`src/rtl/piton_dcr_pkg.sv`:
```
// Shared widths, default sizing and the entry record for the multi-source
// DCR write queue.
package piton_dcr_pkg;

  localparam int DCR_ADDR_W = 8;
  localparam int DCR_DATA_W = 32;
  localparam int DCR_DEPTH  = 8;

  // Pointer and occupancy widths for the default queue depth
  localparam int PTR_W = $clog2(DCR_DEPTH);
  localparam int CNT_W = $clog2(DCR_DEPTH + 1);

  typedef struct packed {
    logic [DCR_ADDR_W-1:0] addr;
    logic [DCR_DATA_W-1:0] data;
  } dcr_wr_t;

  // Width of a source index; a single source still needs one bit
  function automatic int rr_width(input int n);
    return (n > 1) ? $clog2(n) : 1;
  endfunction

endpackage

```
`src/rtl/piton_dcr_rr_arb.sv`:
```
// Round-robin arbiter: searches upward from rr_ptr with wrap and returns a
// one-hot grant, the granted index and the pointer to use after this cycle.
module piton_dcr_rr_arb
  import piton_dcr_pkg::*;
#(
  parameter int NUM_SRC = 2,
  parameter int RR_W    = rr_width(NUM_SRC)
) (
  input  logic [NUM_SRC-1:0] valid,
  input  logic [RR_W-1:0]    rr_ptr,
  input  logic               advance,
  output logic [NUM_SRC-1:0] grant,
  output logic [RR_W-1:0]    grant_idx,
  output logic [RR_W-1:0]    next_ptr
);

  // First valid source at or above rr_ptr, wrapping around
  always_comb begin
    logic found_s;
    int   cand_s;
    grant     = '0;
    grant_idx = rr_ptr;
    found_s   = 1'b0;
    for (int k = 0; k < NUM_SRC; k++) begin
      cand_s = int'(rr_ptr) + k;
      if (cand_s >= NUM_SRC) begin
        cand_s = cand_s - NUM_SRC;
      end else begin
        cand_s = cand_s;
      end
      if (!found_s && valid[cand_s]) begin
        grant[cand_s] = 1'b1;
        grant_idx     = RR_W'(cand_s);
        found_s       = 1'b1;
      end else begin
        found_s = found_s;
      end
    end
  end

  // Pointer moves past the winner only when its request is accepted
  always_comb begin
    if (advance) begin
      if (int'(grant_idx) == NUM_SRC - 1) begin
        next_ptr = '0;
      end else begin
        next_ptr = grant_idx + RR_W'(1);
      end
    end else begin
      next_ptr = rr_ptr;
    end
  end

endmodule

```
`src/rtl/piton_dcr_wr_queue.sv`:
```
// Multi-source DCR write queue: round-robin intake into a FIFO, one write per
// cycle toward the Vortex DCR path, optional hold while Vortex is busy,
// occupancy reporting, synchronous flush and a sticky illegal-address flag.
module piton_dcr_wr_queue
  import piton_dcr_pkg::*;
#(
  parameter int                NUM_SRC      = 2,
  parameter int                DEPTH        = DCR_DEPTH,
  parameter int                ADDR_W       = DCR_ADDR_W,
  parameter int                DATA_W       = DCR_DATA_W,
  parameter logic [ADDR_W-1:0] ADDR_LIMIT   = ADDR_W'(8'hFF),
  parameter bit                HOLD_ON_BUSY = 1'b1,
  localparam int               QPTR_W       = $clog2(DEPTH),
  localparam int               QCNT_W       = $clog2(DEPTH + 1)
) (
  input  logic                      clk,
  input  logic                      rst,
  input  logic [NUM_SRC-1:0]        src_wr_valid,
  input  logic [NUM_SRC*ADDR_W-1:0] src_wr_addr,
  input  logic [NUM_SRC*DATA_W-1:0] src_wr_data,
  output logic [NUM_SRC-1:0]        src_wr_rdy,
  output logic                      dcr_wr_valid,
  output logic [ADDR_W-1:0]         dcr_wr_addr,
  output logic [DATA_W-1:0]         dcr_wr_data,
  input  logic                      dcr_wr_rdy,
  input  logic                      vx_busy,
  input  logic                      flush,
  input  logic                      err_clr,
  output logic [QCNT_W-1:0]         occupancy,
  output logic                      full,
  output logic                      empty,
  output logic                      addr_err
);

  localparam int RR_W = rr_width(NUM_SRC);

  logic [ADDR_W-1:0] mem_addr_r [DEPTH];
  logic [DATA_W-1:0] mem_data_r [DEPTH];
  logic [QPTR_W-1:0] wr_ptr_r;
  logic [QPTR_W-1:0] rd_ptr_r;
  logic [QCNT_W-1:0] occ_r;
  logic [RR_W-1:0]   rr_ptr_r;
  logic              addr_err_r;

  logic [NUM_SRC-1:0] grant_s;
  logic [RR_W-1:0]    grant_idx_s;
  logic [RR_W-1:0]    next_rr_s;
  logic [ADDR_W-1:0]  grant_addr_s;
  logic [DATA_W-1:0]  grant_data_s;
  logic               legal_s;
  logic               push_s;
  logic               legal_push_s;
  logic               bad_push_s;
  logic               pop_s;
  logic               hold_s;

  piton_dcr_rr_arb #(
    .NUM_SRC (NUM_SRC),
    .RR_W    (RR_W)
  ) u_arb (
    .valid     (src_wr_valid),
    .rr_ptr    (rr_ptr_r),
    .advance   (push_s),
    .grant     (grant_s),
    .grant_idx (grant_idx_s),
    .next_ptr  (next_rr_s)
  );

  assign full  = (occ_r == QCNT_W'(DEPTH));
  assign empty = (occ_r == '0);
  assign occupancy = occ_r;
  assign addr_err  = addr_err_r;

  assign hold_s       = HOLD_ON_BUSY && vx_busy;
  assign dcr_wr_valid = !empty && !hold_s;
  assign dcr_wr_addr  = mem_addr_r[rd_ptr_r];
  assign dcr_wr_data  = mem_data_r[rd_ptr_r];

  // Flush cancels a pop so the head is not consumed while being cleared
  assign pop_s = dcr_wr_valid && dcr_wr_rdy && !flush;

  // A full queue may still accept when the head leaves in the same cycle
  assign src_wr_rdy = grant_s & {NUM_SRC{(!full || pop_s) && !flush}};
  assign push_s     = |(src_wr_valid & src_wr_rdy);

  assign grant_addr_s = src_wr_addr[int'(grant_idx_s)*ADDR_W +: ADDR_W];
  assign grant_data_s = src_wr_data[int'(grant_idx_s)*DATA_W +: DATA_W];
  assign legal_s      = (grant_addr_s < ADDR_LIMIT);
  assign legal_push_s = push_s && legal_s;
  assign bad_push_s   = push_s && !legal_s;

  // Entry storage; illegal writes are handshaken but never stored
  always_ff @(posedge clk) begin
    if (legal_push_s) begin
      mem_addr_r[wr_ptr_r] <= grant_addr_s;
      mem_data_r[wr_ptr_r] <= grant_data_s;
    end
  end

  // Pointers and occupancy; flush clears them, pointers wrap naturally
  always_ff @(posedge clk or posedge rst) begin
    if (rst) begin
      wr_ptr_r <= '0;
      rd_ptr_r <= '0;
      occ_r    <= '0;
    end else if (flush) begin
      wr_ptr_r <= '0;
      rd_ptr_r <= '0;
      occ_r    <= '0;
    end else begin
      if (legal_push_s) begin
        wr_ptr_r <= wr_ptr_r + QPTR_W'(1);
      end
      if (pop_s) begin
        rd_ptr_r <= rd_ptr_r + QPTR_W'(1);
      end
      occ_r <= occ_r + QCNT_W'(legal_push_s) - QCNT_W'(pop_s);
    end
  end

  // Round-robin pointer survives flush; it only moves on an accepted request
  always_ff @(posedge clk or posedge rst) begin
    if (rst) begin
      rr_ptr_r <= '0;
    end else begin
      rr_ptr_r <= next_rr_s;
    end
  end

  // Sticky address error; a new error outranks a clear in the same cycle
  always_ff @(posedge clk or posedge rst) begin
    if (rst) begin
      addr_err_r <= 1'b0;
    end else if (bad_push_s) begin
      addr_err_r <= 1'b1;
    end else if (err_clr) begin
      addr_err_r <= 1'b0;
    end else begin
      addr_err_r <= addr_err_r;
    end
  end

endmodule

```
`config.mk`:
```
export PLATFORM = sky130hd
export DESIGN_NAME = piton_dcr_wr_queue
export DESIGN_NICKNAME = d
export VERILOG_FILES = /design/src/rtl/piton_dcr_pkg.sv /design/src/rtl/piton_dcr_rr_arb.sv /design/src/rtl/piton_dcr_wr_queue.sv
export SDC_FILE = /design/constraint.sdc
export NUM_CORES = 1
export LEC_CHECK = 0
export ABC_AREA = 1
export ABC_CLOCK_PERIOD_IN_PS = 4100
export BUFFER_PORTS_ARGS = -buffer_cell sky130_fd_sc_hd__clkbuf_2
export CAP_MARGIN = 20
export CELL_PAD_IN_SITES_DETAIL_PLACEMENT = 1
export CELL_PAD_IN_SITES_GLOBAL_PLACEMENT = 2
export CORE_UTILIZATION = 37
export CTS_CLUSTER_SIZE = 25
export DETAILED_ROUTE_END_ITERATION = 12
export GPL_TIMING_DRIVEN = 0
export PLACE_DENSITY = 0.84
export SYNTH_ARGS = -nofsm -noshare
export SYNTH_HDL_FRONTEND = slang
export SYNTH_SLANG_ARGS = --single-unit
```
`constraint.sdc`:
```
create_clock -name clk -period 4.1 [get_ports clk]
set_clock_uncertainty 0.1 [all_clocks]
set_input_delay 0 -clock clk [delete_from_list [all_inputs] [get_ports clk]]
set_output_delay 0 -clock clk [all_outputs]
set_load 0.02 [all_outputs]
```
==> flow_summary_export.csv, run 1 <==
group,metric,value,unit
yosys,netlist_top_cells_area,"edfxtp_1 71%, nor2_1 8.0%, o21ai_0 5.7%",
global_routing,grtUsageTotal,21.72,%
die,io_pins,138,
timing,hold_viol,0,
placed_design,io_buffers,137,
cts,clk_latency,510,ps
power_and_ir_drop,power_per_cell_area,576.6,nW/um^2
yosys,netlist_instances,1068,
timing,setup_viol,0,
finish,fillers,3717,
timing,tightest_slew,964.4,ps
yosys,ys_warn_count,0,
finish,fin_nets,1454,
yosys,ys_seq_area_share,72.96,%
finish,layout-drive-gt1-share,21.14,%
die,rows,69,
timing,fmax,286.8,MHz
cts,cts_max_level,2,
global_routing,antenna_found_initial,0,
timing,hold_slack,45.87,ps
yosys,synth_area,13580,um^2
cts,numCtsBuffers,35,
power_and_ir_drop,design_power_total,0.009937,W
timing,drv_slew,0,
placed_design,hpwl,25980,um
yosys,synth_top_area_share,70.75,%
finish,area_growth,26.89,%
yosys,syn-num-nets,1165,
die,core,35830,um^2
cts,path_clk_slew,60,ps
cts,clockRootBuffer,"clkbuf_16",
detailed_routing,drc_errors,0,
finish,final_common_cell,"edfxtp_1",
cts,clock-sinks,332,
setup_path,cp-start-kind,"flip-flop",
detailed_routing,routed_wl,40700,um
worst_hold_path,hp-class,"input pin to flip-flop",
run_status,outcome,"completed",
finish,num_antenna_cells,0,
detailed_routing,vias_per_cell,5.286,
finish,final_util,48.10,%
yosys,synth_top_flop_cell,"edfxtp_1",
power_and_ir_drop,peakVddDrop,0.0002444,V
setup_path,crit_required,4220,ps
timing,min_period,3487,ps
setup_path,crit_fanout,10,
die,die_area,37480,um^2
global_routing,first_global_vias,10330,
finish,final_cell_mix,"320 x edfxtp_1, 286 x nor2_1, 155 x o21ai_0, 137 x clkbuf_2, 92 x dlygate4sd3_1",
global_routing,grt_max_degree,24,
placed_design,gp_congestion,0.7499,
yosys,ys_ff_latch,332,
flow_run,maxCapViolCount,0,
cts,cts_tree,"built",
detailed_routing,first_pass_iters,5,
global_routing,grt-ovfl-total,0,
die,die_h,193.6,um
cts,cts_resized,0,
die,die_x,193.6,um
yosys,synth.avg_cell_area,12.72,um^2
global_routing,grt_pass1_wl,61410,um
die,initial_core_util,37.91,%
setup_path,crit_arrival,3610,ps
yosys,ys_types,31,
detailed_routing,wire_per_inst,22.09,um
setup_path,critPathKind,"flip-flop to flip-flop",
detailed_routing,drt_iter0_drc,609,
detailed_routing,vias,9737,
yosys,synth_edf_count,320,
yosys,synth-async-reset-ratio,3.614,%
detailed_routing,ant_nets,0,
timing,slew_headroom,35.35,%
power_and_ir_drop,leakage,6.241,nW
yosys,synth_top_area_cell,"edfxtp_1",
timing,period_share,85.05,%
timing,rsz0062_at_grt,"no",
cts,clock_path_buffers,3,
cts,post-cts-setup-buffers,0,
setup_path,endpoint_kind,"flip-flop",
cell families after synthesis:
kind of cell / synth area share (%)
buf+inv: 2.727
flops: 72.96
fa+ha+maj: 0.8844
compound gates: 9.968
simple gates: 10.68
xor+xnor: 0.1290
mux: 2.653
path summary, 6_finish.rpt:
| check | slack, ps | end | cells past startpoint | from |
|---|---|---|---|---|
| worst max-delay path | 610 | mem_data_r[1][19]$_DFFE_PP_ | 11 | rr_ptr_r$_DFFE_PP0P_ |
| worst min-delay path | 50 | mem_addr_r[4][2]$_DFFE_PP_ | 3 | src_wr_addr[2] |
| worst max register to register | 610 | mem_data_r[1][19]$_DFFE_PP_ | 11 | rr_ptr_r$_DFFE_PP0P_ |
| worst min register to register | 500 | wr_ptr_r[0]$_DFFE_PP0P_ | 2 | wr_ptr_r[0]$_DFFE_PP0P_ |
| max in group asynchronous | 2980 | occupancy[2]$_DFF_PP0_ | 4 | rst |
| min in group asynchronous | 560 | addr_err$_DFFE_PP0P_ | 4 | rst |
routing by layer:
layer  vias up  share of wire [%]  GRT usage [%]
li1       4462                  -              -
met1      4942                 43          27.56
met2       256                 50          37.95
met3        77                4.1          2.632
met4         0                3.0          8.296
met5         -                  0              0
cells in the mapped netlist (3+ instances only):
cell type,count
buf_2,23
nor3_1,4
o21ai_1,10
o22ai_1,40
a21oi_1,4
buf_1,8
mux2_2,32
nor2_1,290
clkbuf_1,31
nand3_1,18
a31oi_1,40
nand2_2,10
edfxtp_1,320
inv_1,19
nand2_1,23
nand2_4,5
o21ai_0,155
ha_1,8
inv_2,3
dfrtp_1,12
state kept, by name, summed over array words and instances, names as in the netlist:
name and flops:
mem_data_r 256, rd_ptr_r 3, rr_ptr_r 1, addr_err 1, wr_ptr_r 3, occupancy 4
mem_addr_r 64
final cells by class:
class	instances	area, um^2	share of cell area (%)
clock inverter	16	121.4	0.7042
inverter	24	90.09	0.5227
buffer	64	280.3	1.626
clock buffer	45	955.9	5.547
multi-input combinational	648	3352	19.45
tap	461	576.8	3.347
timing repair buffer	252	1948	11.30
sequential	332	9910	57.50
stage by stage:
stage               setup WS, ps  setup TNS (ps)  instance area [um^2]  instances
floorplan                 -665.0         -106390                 13580       1068
global placement           -3353         -674760                 14840       1666
detailed placement         999.2               0                 15240       1689
CTS                        721.8               0                 17230       1842
global route               467.6               0                 17230       1842
finish                     612.9               0                 17230       1842
worst max-delay path: stages (launching register included):
cell and delay, ps:
dfrtp_1 390, nand2_1 110, nand2_4 140, dlygate4sd3_1 580, inv_1 50, nor2_1 90
nand3_1 150, nand2_1 250, nand2_4 140, nor3_2 750, buf_8 240, buf_6 190
where the power goes:
part	internal, W	total (W)	switching (W)
clock network	0.00177	0.00305	0.00128
registers	0.00419	0.00427	0.0000815
logic	0.000857	0.00262	0.00176
timing repair:
| item | CTS | global route |
|---|---|---|
| setup endpoints to repair | 0 | 0 |
| hold buffers | 92 | 0 |
| hold endpoints to repair | 328 | 0 |
No activity file was read; power rests on OpenSTA's default activity.
==> run 2, diff against run 1 <==
--- a/config.mk
+++ b/config.mk
@@ -15,6 +15,7 @@
 export CTS_CLUSTER_SIZE = 25
 export DETAILED_ROUTE_END_ITERATION = 12
 export GPL_TIMING_DRIVEN = 0
+export MAX_ROUTING_LAYER = met4
 export PLACE_DENSITY = 0.84
 export SYNTH_ARGS = -nofsm -noshare
 export SYNTH_HDL_FRONTEND = slang
==> run 2 against run 1 <==
Final cell count unchanged. Largest cell class unchanged. Flip-flop and latch count unchanged. Total power about the same. Design area unchanged. Combinational power about the same. Critical endpoint unchanged. Critical path type unchanged. Worst setup slack worse by 1.5 ps. Die area unchanged.
==> flow_summary_export.csv, run 2 (synthesis results as in run 1) <==
group,metric,value,unit
run_status,outcome,"completed",
detailed_routing,drt_iter0_drc,591,
setup_path,crit_required,4220,ps
global_routing,grt_max_degree,24,
die,die_h,193.6,um
setup_path,timing.rr.start,"rr_ptr_r$_DFFE_PP0P_",
detailed_routing,vias_per_cell,5.297,
global_routing,first_global_vias,10340,
cts,post-cts-setup-buffers,0,
timing,min_period,3489,ps
die,io_pins,138,
finish,final_common_cell,"edfxtp_1",
die,initial_core_util,37.91,%
finish,fillers,3717,
finish,layout-drive-gt1-share,21.14,%
die,core,35830,um^2
placed_design,io_buffers,137,
setup_path,startpoint,"rr_ptr_r$_DFFE_PP0P_",
global_routing,antenna_found_initial,0,
cts,clock-sinks,332,
finish,multiInputGateArea,3352,um^2
setup_path,worstPathCellList,"nand2_1 -> nand2_4 -> dlygate4sd3_1 -> inv_1 -> nor2_1 -> nand3_1 -> nand2_1 -> nand2_4 -> nor3_2 -> buf_8 -> buf_6",
finish,seq_area,9910,um^2
worst_hold_path,hp-class,"input pin to flip-flop",
global_routing,grtUsageTotal,22.40,%
detailed_routing,vias,9757,
finish,num_antenna_cells,0,
global_routing,grt-ovfl-total,0,
die,die_area,37480,um^2
power_and_ir_drop,power_per_cell_area,576.4,nW/um^2
setup_path,critPathKind,"flip-flop to flip-flop",
setup_path,slowest_delay,740,ps
setup_path,cp-start-kind,"flip-flop",
timing,slew_headroom,35.79,%
detailed_routing,drc_errors,0,
die,die_x,193.6,um
finish,final_cell_mix,"320 x edfxtp_1, 286 x nor2_1, 155 x o21ai_0, 137 x clkbuf_2, 92 x dlygate4sd3_1",
timing,setup_viol,0,
detailed_routing,routed_wl,40670,um
timing,tightest_slew,957.9,ps
global_routing,grt_pass1_wl,61490,um
finish,top_register,"mem_data_r",
setup_path,endpoint_kind,"flip-flop",
detailed_routing,wire_per_inst,22.08,um
detailed_routing,ant_nets,0,
cts,clock_path_buffers,3,
cts,numCtsBuffers,35,
cts,clk_latency,510,ps
timing,hold_viol,0,
cts,cts_max_level,2,
finish,largest_register_ffs,256,
power_and_ir_drop,peakVddDrop,0.0002446,V
timing,fmax,286.6,MHz
flow_run,maxCapViolCount,0,
die,rows,69,
cts,path_clk_slew,60,ps
cts,cts_tree,"built",
power_and_ir_drop,leakage,6.241,nW
placed_design,gp_congestion,0.7603,
timing,rsz0062_at_grt,"no",
setup_path,cp_slowest_cell,"nor3_2",
detailed_routing,first_pass_iters,5,
finish,fin_nets,1454,
timing,period_share,85.09,%
timing,hold_slack,58.92,ps
timing,drv_slew,0,
timing,setup_tns,0,ps
cts,clockRootBuffer,"clkbuf_16",
setup_path,crit_fanout,10,
cts,cts_resized,0,
finish,area_growth,26.89,%
placed_design,hpwl,25980,um
setup_path,crit_arrival,3610,ps
worst_hold_path,hold_start,"src_wr_addr[2]",
## run 2: final timing paths
path,endpoint,slack (ps),cells past startpoint
min in group asynchronous,addr_err$_DFFE_PP0P_,560,4
hold / removal,mem_addr_r[1][2]$_DFFE_PP_,60,3
hold reg to reg,wr_ptr_r[0]$_DFFE_PP0P_,490,2
max in group asynchronous,occupancy[2]$_DFF_PP0_,2980,4
setup / recovery,mem_data_r[1][19]$_DFFE_PP_,610,11
setup reg to reg,mem_data_r[1][19]$_DFFE_PP_,610,11
## run 2: timing repair
item | in CTS | in global routing
endpoints found under the hold margin | 328 | 0
hold buffers | 92 | 0
endpoints found under the setup margin | 0 | 0
## run 2: final cells by class
type,instances,area share [%]
multi-input cells,648,19.45
plain buffers,64,1.626
well taps,461,3.347
repair buffers,252,11.30
inverters,24,0.5227
clock buffers,45,5.547
flip-flops and latches,332,57.50
clock inverters,16,0.7042
## run 2: worst max-delay path, delay by kind of cell (launching register included)
kind | cells | cell delay (ps)
buf+inv | 4 | 1050
simple gates | 7 | 1610
flops | 1 | 400
## run 2: metal layers
| layer | global-route usage (%) | up-vias | wire length (um) |
|---|---|---|---|
| li1 | - | 4458 | - |
| met1 | 27.57 | 4925 | 17200 |
| met2 | 38.04 | 292 | 20380 |
| met3 | 2.615 | 82 | 1868 |
| met4 | 8.178 | 0 | 1226 |
| met5 | - | - | 0 |
## run 2: through the flow
step	instances	worst slack [ps]	util, %	instance area [um^2]	power [W]
after floorplan	1068	-665.0	-	13580	0.005777
after global placement	1666	-3353	41.43	14840	0.006618
after detailed placement	1689	999.2	42.52	15240	0.006799
after CTS	1842	721.8	48.10	17230	0.009980
after global routing	1842	467.6	48.10	17230	0.01034
final	1842	611.4	48.10	17230	0.009934
## run 2: power by group
| group | switching, W | internal [W] |
|---|---|---|
| Sequential | 0.0000819 | 0.00419 |
| Combinational | 0.00176 | 0.000857 |
| Clock | 0.00128 | 0.00177 |
| Total | 0.00312 | 0.00681 |
==> run 3, diff against run 2 <==
--- a/config.mk
+++ b/config.mk
@@ -11,12 +11,12 @@
 export CAP_MARGIN = 20
 export CELL_PAD_IN_SITES_DETAIL_PLACEMENT = 1
 export CELL_PAD_IN_SITES_GLOBAL_PLACEMENT = 2
-export CORE_UTILIZATION = 37
+export CORE_UTILIZATION = 30
 export CTS_CLUSTER_SIZE = 25
 export DETAILED_ROUTE_END_ITERATION = 12
 export GPL_TIMING_DRIVEN = 0
 export MAX_ROUTING_LAYER = met4
-export PLACE_DENSITY = 0.84
+export PLACE_DENSITY = 0.72
 export SYNTH_ARGS = -nofsm -noshare
 export SYNTH_HDL_FRONTEND = slang
 export SYNTH_SLANG_ARGS = --single-unit
==> run 3 against run 2 <==
Hold slack got worse by 42 ps. Sequential power is essentially flat. Total power up 2.2%. Clock power up 7.9%. Global-route usage decreased by 4.1 points. Combinational power barely moved. Sequential share of layout area decreased by 0.94 points. Final cell count up 7.6%. Worst setup slack worse by 110 ps. Critical endpoint is now mem_data_r[5][4]$_DFFE_PP_.
==> flow_summary_export.csv, run 3 (synthesis results as in run 1) <==
group,metric,value,unit
finish,largest_register_ffs,256,
global_routing,grtUsageTotal,18.27,%
global_routing,grt_max_degree,27,
timing,setup_slack,504.8,ps
setup_path,cp-start-kind,"flip-flop",
setup_path,slowest_delay,790,ps
timing,slew_headroom,31.10,%
setup_path,critPathKind,"flip-flop to flip-flop",
timing,tightest_slew,1028,ps
setup_path,timing.rr.start,"rr_ptr_r$_DFFE_PP0P_",
finish,fin_nets,1459,
cts,numCtsBuffers,38,
timing,drv_slew,0,
timing,period_share,87.69,%
cts,clk_latency,520,ps
die,initial_core_util,30.58,%
setup_path,endpoint_kind,"flip-flop",
detailed_routing,wire_per_inst,20.60,um
finish,area_growth,29.01,%
finish,final_cell_mix,"320 x edfxtp_1, 286 x nor2_1, 155 x o21ai_0, 137 x clkbuf_2, 96 x dlygate4sd3_1",
cts,clock_path_buffers,3,
placed_design,dp_slack,899.5,ps
die,core,44410,um^2
global_routing,grt-ovfl-total,0,
detailed_routing,routed_wl,40830,um
timing,fmax,278.1,MHz
global_routing,first_global_vias,10210,
power_and_ir_drop,peakVddDrop,0.0002979,V
placed_design,gp_congestion,0.7405,
timing,setup_viol,0,
die,io_pins,138,
finish,top_register,"mem_data_r",
power_and_ir_drop,leakage,6.291,nW
finish,final_cells,1982,
worst_hold_path,hp-class,"input pin to flip-flop",
setup_path,crit_fanout,10,
setup_path,crit_required,4230,ps
cts,path_clk_slew,60,ps
setup_path,crit_arrival,3720,ps
flow_run,maxCapViolCount,0,
run_status,outcome,"completed",
placed_design,place_area,15360,um^2
detailed_routing,first_pass_iters,5,
detailed_routing,vias,9581,
cts,cts_max_level,2,
placed_design,dp.cells,1818,
timing,rsz0062_at_grt,"no",
placed_design,io_buffers,137,
detailed_routing,vias_per_cell,4.834,
die,die_x,214.8,um
finish,stdcell_area,17520,um^2
cts,clockRootBuffer,"clkbuf_16",
detailed_routing,drt_iter0_drc,611,
die,rows,77,
setup_path,cp_slowest_cell,"nor3_2",
setup_path,worstPathCellList,"nand2_1 -> nand2_4 -> nand2_4 -> nand2_1 -> nand2_1 -> nand2_1 -> dlygate4sd3_1 -> nor2_4 -> nand2_4 -> nand2_4 -> nor3_2 -> buf_6 -> buf_6",
timing,min_period,3595,ps
detailed_routing,drc_errors,0,
cts,clock-sinks,332,
power_and_ir_drop,design_power_total,0.01016,W
worst_hold_path,hold_start,"src_wr_addr[15]",
placed_design,hpwl,26280,um
global_routing,antenna_found_initial,0,
power_and_ir_drop,power_per_cell_area,579.6,nW/um^2
cts,cts_tree,"built",
cts,cts_resized,0,
finish,final_common_cell,"edfxtp_1",
finish,layout-drive-gt1-share,21.24,%
die,die_h,214.8,um
timing,hold_viol,0,
setup_path,startpoint,"rr_ptr_r$_DFFE_PP0P_",
detailed_routing,ant_nets,0,
global_routing,grt_pass1_wl,61950,um
timing,hold_slack,16.50,ps
die,die_area,46130,um^2
run 3: area by class of cell:
cell class	instances	area, um^2
Multi-Input combinational cell	648	3352
Sequential cell	332	9910
Clock buffer	52	1075
Antenna cell	1	2.502
Timing Repair Buffer	254	1949
Tap cell	592	740.7
Clock inverter	15	122.6
Fill cell	4713	26890
Buffer	64	280.3
Inverter	24	90.09
run 3: critical path, delay by kind of cell, from the launching register on:
kind	cells	cell delay, ps
and+or+nand+nor	10	1760
buffers and inverters	3	1060
DFF	1	360
run 3: final timing paths:
path | end | slack, ps | depth (start not counted)
max | mem_data_r[5][4]$_DFFE_PP_ | 500 | 13
min | mem_addr_r[1][7]$_DFFE_PP_ | 20 | 3
max reg2reg | mem_data_r[5][4]$_DFFE_PP_ | 500 | 13
min reg2reg | addr_err$_DFFE_PP0P_ | 430 | 2
max in group asynchronous | occupancy[0]$_DFF_PP0_ | 3070 | 4
min in group asynchronous | addr_err$_DFFE_PP0P_ | 500 | 4
run 3: power breakdown:
group	switching [W]	internal, W	leakage (nW)
clock	0.00133	0.00195	0.587
combinational	0.00175	0.000854	2.65
sequential	0.0000778	0.00419	3.06
total	0.00316	0.00700	6.29
run 3: per-stage QoR:
stage	TNS, ps	util, %
final	0	39.45
after global routing	0	39.45
after global placement	-718930	33.79
after CTS	0	39.45
after detailed placement	0	34.59
after floorplan	-106390	-
run 3: layer usage:
metal  track usage [%]  share of wire [%]  vias to the layer above
met2             29.85                 48                      230
met4             5.119                2.3                        0
met1             23.54                 45                     4821
met3             2.831                4.7                       53
met5                 -                  0                        -
li1                  -                  -                     4477
run 3: repair_timing:
action,4_1_cts,5_1_grt
hold endpoints to repair,343,0
hold buffers,96,0
endpoints found under the setup margin,0,0
setup buffers,0,0
